### src/rtl/coproc_cmd_sched_if.sv
// Handshake and held configuration between the command sequencer and the image coprocessor.
interface coproc_cmd_sched_if;
  logic       coproc_rdy;
  logic       coproc_done;
  logic       coproc_start;
  logic       coproc_gray;
  logic       coproc_img_idx;
  logic [2:0] coproc_func;

  modport master (
    input  coproc_rdy, coproc_done,
    output coproc_start, coproc_gray, coproc_img_idx, coproc_func
  );

  modport slave (
    output coproc_rdy, coproc_done,
    input  coproc_start, coproc_gray, coproc_img_idx, coproc_func
  );
endinterface

### src/rtl/coproc_cmd_sched.sv
// Coprocessor command FIFO and sequencer: issues queued commands one at a time,
// holds their configuration until done and aborts stuck commands with a watchdog.
module coproc_cmd_sched #(
  parameter int DEPTH   = 4,
  parameter int TIMEOUT = 1000000,
  parameter int TMO_W   = 20
) (
  input  logic                     clk,
  input  logic                     rst,
  input  logic                     cmd_wr,
  input  logic [7:0]               cmd_data,
  input  logic                     clr_err,
  input  logic                     bootloading,
  coproc_cmd_sched_if.master       cp,
  output logic                     busy,
  output logic [$clog2(DEPTH):0]   q_count,
  output logic                     q_full,
  output logic                     ovf_err,
  output logic                     tmo_err,
  output logic [7:0]               done_cnt
);
  localparam int AW = $clog2(DEPTH);
  localparam int CW = AW + 1;

  typedef struct packed {
    logic       gray;
    logic       img_idx;
    logic [2:0] func;
  } cmd_t;

  typedef enum logic {IDLE, WAIT_DONE} state_t;

  state_t           state_q, state_d;
  cmd_t             mem [DEPTH];
  logic [AW-1:0]    wr_ptr, rd_ptr;
  logic [TMO_W-1:0] tmo_cnt;
  logic             empty;
  logic             pop, push, ovf_set;
  logic             done_evt, tmo_evt, cnt_inc;
  logic             unused_cmd_bits;

  assign unused_cmd_bits = ^{cmd_data[7], cmd_data[4:3]};

  assign empty  = (q_count == '0);
  assign q_full = (q_count == CW'(DEPTH));
  assign busy   = (state_q == WAIT_DONE);

  // A full queue still takes a push when the head leaves in the same cycle.
  assign push    = cmd_wr && !bootloading && (!q_full || pop);
  assign ovf_set = cmd_wr && !bootloading && q_full && !pop;

  always_comb begin
    state_d  = state_q;
    pop      = 1'b0;
    done_evt = 1'b0;
    tmo_evt  = 1'b0;
    cnt_inc  = 1'b0;
    if (bootloading) begin
      state_d = IDLE;
    end else begin
      case (state_q)
        IDLE: begin
          if (!empty && cp.coproc_rdy) begin
            pop     = 1'b1;
            state_d = WAIT_DONE;
          end
        end
        WAIT_DONE: begin
          // A done overlapping the start pulse belongs to no command of ours.
          if (cp.coproc_done && !cp.coproc_start) begin
            done_evt = 1'b1;
            state_d  = IDLE;
          end else if (tmo_cnt == TMO_W'(TIMEOUT - 1)) begin
            tmo_evt = 1'b1;
            state_d = IDLE;
          end else begin
            cnt_inc = 1'b1;
          end
        end
        default: state_d = IDLE;
      endcase
    end
  end

  always_ff @(posedge clk) begin
    if (push) begin
      mem[wr_ptr] <= '{gray: cmd_data[6], img_idx: cmd_data[5], func: cmd_data[2:0]};
    end
  end

  always_ff @(posedge clk) begin
    if (rst) begin
      state_q           <= IDLE;
      wr_ptr            <= '0;
      rd_ptr            <= '0;
      q_count           <= '0;
      tmo_cnt           <= '0;
      cp.coproc_start   <= 1'b0;
      cp.coproc_gray    <= 1'b0;
      cp.coproc_img_idx <= 1'b0;
      cp.coproc_func    <= '0;
      ovf_err           <= 1'b0;
      tmo_err           <= 1'b0;
      done_cnt          <= '0;
    end else begin
      state_q         <= state_d;
      cp.coproc_start <= pop;
      if (bootloading) begin
        wr_ptr  <= '0;
        rd_ptr  <= '0;
        q_count <= '0;
        tmo_cnt <= '0;
      end else begin
        if (push) wr_ptr <= wr_ptr + 1'b1;
        if (pop) begin
          rd_ptr            <= rd_ptr + 1'b1;
          cp.coproc_gray    <= mem[rd_ptr].gray;
          cp.coproc_img_idx <= mem[rd_ptr].img_idx;
          cp.coproc_func    <= mem[rd_ptr].func;
          tmo_cnt           <= '0;
        end else if (cnt_inc) begin
          tmo_cnt <= tmo_cnt + 1'b1;
        end
        if (push && !pop)      q_count <= q_count + CW'(1);
        else if (pop && !push) q_count <= q_count - CW'(1);
      end
      if (done_evt) done_cnt <= done_cnt + 8'd1;
      // A fresh error event outranks a clear in the same cycle.
      ovf_err <= ovf_set | (ovf_err & ~clr_err);
      tmo_err <= tmo_evt | (tmo_err & ~clr_err);
    end
  end
endmodule

### src/flat_wrapper.sv
// flat-port wrapper written by rule: the top's interface ports become plain ports
module coproc_cmd_sched_flat 
#(
  parameter int DEPTH   = 4,
  parameter int TIMEOUT = 1000000,
  parameter int TMO_W   = 20
)
  (clk, rst, cmd_wr, cmd_data, clr_err, bootloading, busy, q_count, q_full, ovf_err, tmo_err, done_cnt, cp_coproc_rdy, cp_coproc_done, cp_coproc_start, cp_coproc_gray, cp_coproc_img_idx, cp_coproc_func);
  coproc_cmd_sched_if cp_i ();
  input  logic clk;
  input  logic rst;
  input  logic cmd_wr;
  input  logic [7:0] cmd_data;
  input  logic clr_err;
  input  logic bootloading;
  output logic busy;
  output logic [$clog2(DEPTH):0] q_count;
  output logic q_full;
  output logic ovf_err;
  output logic tmo_err;
  output logic [7:0] done_cnt;
  input wire logic [$bits(cp_i.coproc_rdy)-1:0] cp_coproc_rdy;
  input wire logic [$bits(cp_i.coproc_done)-1:0] cp_coproc_done;
  output wire logic [$bits(cp_i.coproc_start)-1:0] cp_coproc_start;
  output wire logic [$bits(cp_i.coproc_gray)-1:0] cp_coproc_gray;
  output wire logic [$bits(cp_i.coproc_img_idx)-1:0] cp_coproc_img_idx;
  output wire logic [$bits(cp_i.coproc_func)-1:0] cp_coproc_func;
  assign cp_i.coproc_rdy = cp_coproc_rdy;
  assign cp_i.coproc_done = cp_coproc_done;
  assign cp_coproc_start = cp_i.coproc_start;
  assign cp_coproc_gray = cp_i.coproc_gray;
  assign cp_coproc_img_idx = cp_i.coproc_img_idx;
  assign cp_coproc_func = cp_i.coproc_func;
  coproc_cmd_sched #(.DEPTH(DEPTH), .TIMEOUT(TIMEOUT), .TMO_W(TMO_W)) u_core (.clk(clk), .rst(rst), .cmd_wr(cmd_wr), .cmd_data(cmd_data), .clr_err(clr_err), .bootloading(bootloading), .cp(cp_i), .busy(busy), .q_count(q_count), .q_full(q_full), .ovf_err(ovf_err), .tmo_err(tmo_err), .done_cnt(done_cnt));
endmodule
### config.mk
export PLATFORM = sky130hd
export DESIGN_NAME = coproc_cmd_sched_flat
export DESIGN_NICKNAME = d
export VERILOG_FILES = /design/src/rtl/coproc_cmd_sched_if.sv /design/src/rtl/coproc_cmd_sched.sv /design/src/flat_wrapper.sv
export SDC_FILE = /design/constraint.sdc
export NUM_CORES = 1
export LEC_CHECK = 0
export CAP_MARGIN = 20
export CORE_MARGIN = 10
export CORE_UTILIZATION = 56
export DETAILED_ROUTE_END_ITERATION = 8
export DONT_BUFFER_PORTS = 1
export PLACE_DENSITY_LB_ADDON = 0.05
export SYNTH_ARGS = -nofsm -noshare
export SYNTH_HDL_FRONTEND = slang
export SYNTH_SLANG_ARGS = --single-unit
### constraint.sdc
create_clock -name clk -period 5.9 [get_ports clk]
set_clock_uncertainty 0.15 [all_clocks]
set_input_delay 0.885 -clock clk [delete_from_list [all_inputs] [get_ports clk]]
set_output_delay 0.885 -clock clk [all_outputs]
set_load 0.02 [all_outputs]
==> reports/metrics.cfg <==
[status]
outcome = finished, final reports clean

[synth]
yosys_warnings = 0
ys_types = 43
syn_nets = 286
ys_top_cells_by_area = dfxtp_1 31%, edfxtp_1 21%, mux4_2 4.0%, nor2_1 3.6%, or3_1 3.3%
syn_inst = 263
synth.cell_area_um2 = 2830
synth_top_cell_area_share_pct = 31.2
synth_flop_cell = dfxtp_1
synth-edff-count = 20
syn_area_per_cell_um2 = 10.8
yosys_register_bits = 64
ys_async_sr_fraction_pct = 0
ys_seq_area_share_pct = 52.4
synth_top_area_cell = dfxtp_1

[timing]
setup_ws_ps = 2870
slew-limit-headroom_pct = 47.4
timing.final.crit_share_pct = 51.3
clock.fmax_mhz = 330
setup_tns_ps = 0
tightestPinTransition_ps = 788
hold_viol_final = 0
finalSetupViolations = 0
period_needed_ps = 3030
rsz0062_at_grt = no
slew_viol_final = 0

[placed_design]
io_buffer_count = 0
dp_slack_ps = 2710
gp_congestion = 0.733
dpl_cell_area_um2 = 2860
dp_hpwl_um = 3640

[layout]
mostFrequentLayoutCells = 44 x dfxtp_1, 27 x nor2_1, 20 x edfxtp_1
fin_util_pct = 63.8
diodes = 0
nNetsFinal = 289
drive_gt1_share_pct = 9.96
final_common_cell = dfxtp_1
fillers = 415
synthToLayoutAreaGrowth_pct = 8.72
fin_area_um2 = 3070

[clocking]
clock-sinks = 64
cts_tree = done
post-cts-setup-buffers = 0
htreeDepth = 3
cts_buffer_depth = 2
cts_made_buffers = 9
cts_hold_buf = 0
ctsResizeCount = 0
cts_root_buf = clkbuf_8
clk_latency_ps = 330
clkTransAtPathRegs_ps = 70

[setup_path]
worstSetupPathType = reg -> reg
cp_slowest_stage_delay_ps = 620
cp_slowest_cell = dfxtp_1
crit_required_ps = 6000
crit_chain = nor3b_1 -> o21a_1 -> nor3b_2 -> ha_1 -> inv_1 -> fa_1 -> xor2_1 -> or3_1 -> a21oi_1
path_delay_family = simple AND/OR/NAND/NOR gates
path_buf_inv = 1
crit_fanout = 7
end_kind = flip-flop
startpoint_type = flip-flop
crit_arrival_ps = 3130

[floorplanning]
io_pins = 36
die_w_um = 91.1
initial_core_util_pct = 58.7
dieArea_um2 = 8290
core_area_um2 = 4820
die_h_um = 91.1
rows = 25

[grt]
grt_pass1_vias = 1686
globalRouteOverflowTotal = 0
grt_max_degree = 29
grtUsageTotal_pct = 12.8
antenna_found_initial = 0
grt_first_pass_wirelength_um = 8580

[routing]
drt_iter0_drc = 79
first_pass_iters = 4
vias = 1926
detail-route-antenna-nets = 0
wl_per_cell_um = 15.6
drc_errors = 0
via_per_inst = 5.70
routed_wl_um = 5280

[power]
p_leak_nw = 0.990
p_per_area_nw_per_um2 = 291
ir_drop_v = 0.000244

[hold_path]
hold_path_class = reg -> reg

[flow_run]
maxCapViolations = 0

==> sequential cells by signal, summed over array words and instances, names as in the netlist, 2 cells and up <==
name,flops
u_core.mem,20
u_core.tmo_cnt,20
u_core.done_cnt,8
u_core.cp.coproc_func,3
u_core.q_count,3
u_core.rd_ptr,2
u_core.wr_ptr,2
==> power by group <==
| part | total (mW) | leakage [nW] | internal (mW) | switching, mW |
|---|---|---|---|---|
| clock network | 0.399 | 0.102 | 0.236 | 0.163 |
| logic | 0.0297 | 0.352 | 0.0126 | 0.0171 |
| registers | 0.467 | 0.536 | 0.459 | 0.00804 |
==> synthesized netlist by cell type (5+ instances only) <==
library cell / instances
o21ai_0: 14
xnor2_1: 7
nand2_1: 16
xor2_1: 8
edfxtp_1: 20
and2_1: 7
nor3_1: 5
nor2_1: 27
dfxtp_1: 44
nand3_1: 6
mux2i_1: 9
inv_1: 6
clkbuf_1: 5
a21oi_1: 17
mux4_2: 5
ha_1: 7
or3_1: 15
nand4_1: 7
==> worst min-delay path, stage by stage, from the launching register on <==
cell     delay (ps)
dfxtp_1         330
o31ai_1          70
a21oi_1          60
==> cell families (layout without fill, tap and decap cells) <==
logic type                 after synthesis  after routing  share of synthesized area, %
and+or+nand+nor                        109            109                          21.5
DFF                                     64             64                          52.4
AOI/OAI and AO/OA                       38             38                          7.70
xor gates and xnor gates                15             15                          4.65
buffers and inverters                   15             23                          2.83
muxes                                   14             14                          7.17
adders and majority gates                8              8                          3.81
==> metrics by stage <==
stage                     power [mW]  instances  hold WS, ps
after floorplan                0.502        263          311
after global placement         0.505        322          337
after detailed placement       0.506        322          343
after CTS                      0.903        338          355
after global routing           0.932        338          368
final                          0.896        338          355
==> cell type report <==
class	instances	area, µm²	area share (%)
flip-flops and latches	64	1480	48.2
multi-input cells	184	1270	41.2
clock buffers	10	128	4.15
clock inverters	6	85.1	2.77
well taps	67	83.8	2.73
inverters	6	22.5	0.733
repair buffers	1	7.51	0.244
==> layer usage <==
metal  track usage [%]  vias to the layer above  share of wire (%)
li1                  -                      950                  -
met1              16.5                      912                 47
met2              17.1                       56                 42
met3              6.50                        8                9.5
met4              5.87                        0                1.4
met5                 0                        -                  0
==> path summary, 6_finish.rpt <==
check	from	endpoint	slack, ps	cells after the start
setup / recovery	u_core.q_count[0]$_SDFFE_PP0P_	u_core.q_count[2]$_SDFFE_PP0P_	2870	9
hold / removal	u_core.tmo_cnt[14]$_SDFFE_PP0P_	u_core.tmo_cnt[14]$_SDFFE_PP0P_	360	2
setup reg to reg	u_core.q_count[0]$_SDFFE_PP0P_	u_core.q_count[2]$_SDFFE_PP0P_	2870	9
hold reg to reg	u_core.tmo_cnt[14]$_SDFFE_PP0P_	u_core.tmo_cnt[14]$_SDFFE_PP0P_	360	2
(Power assumes the default switching activity.)
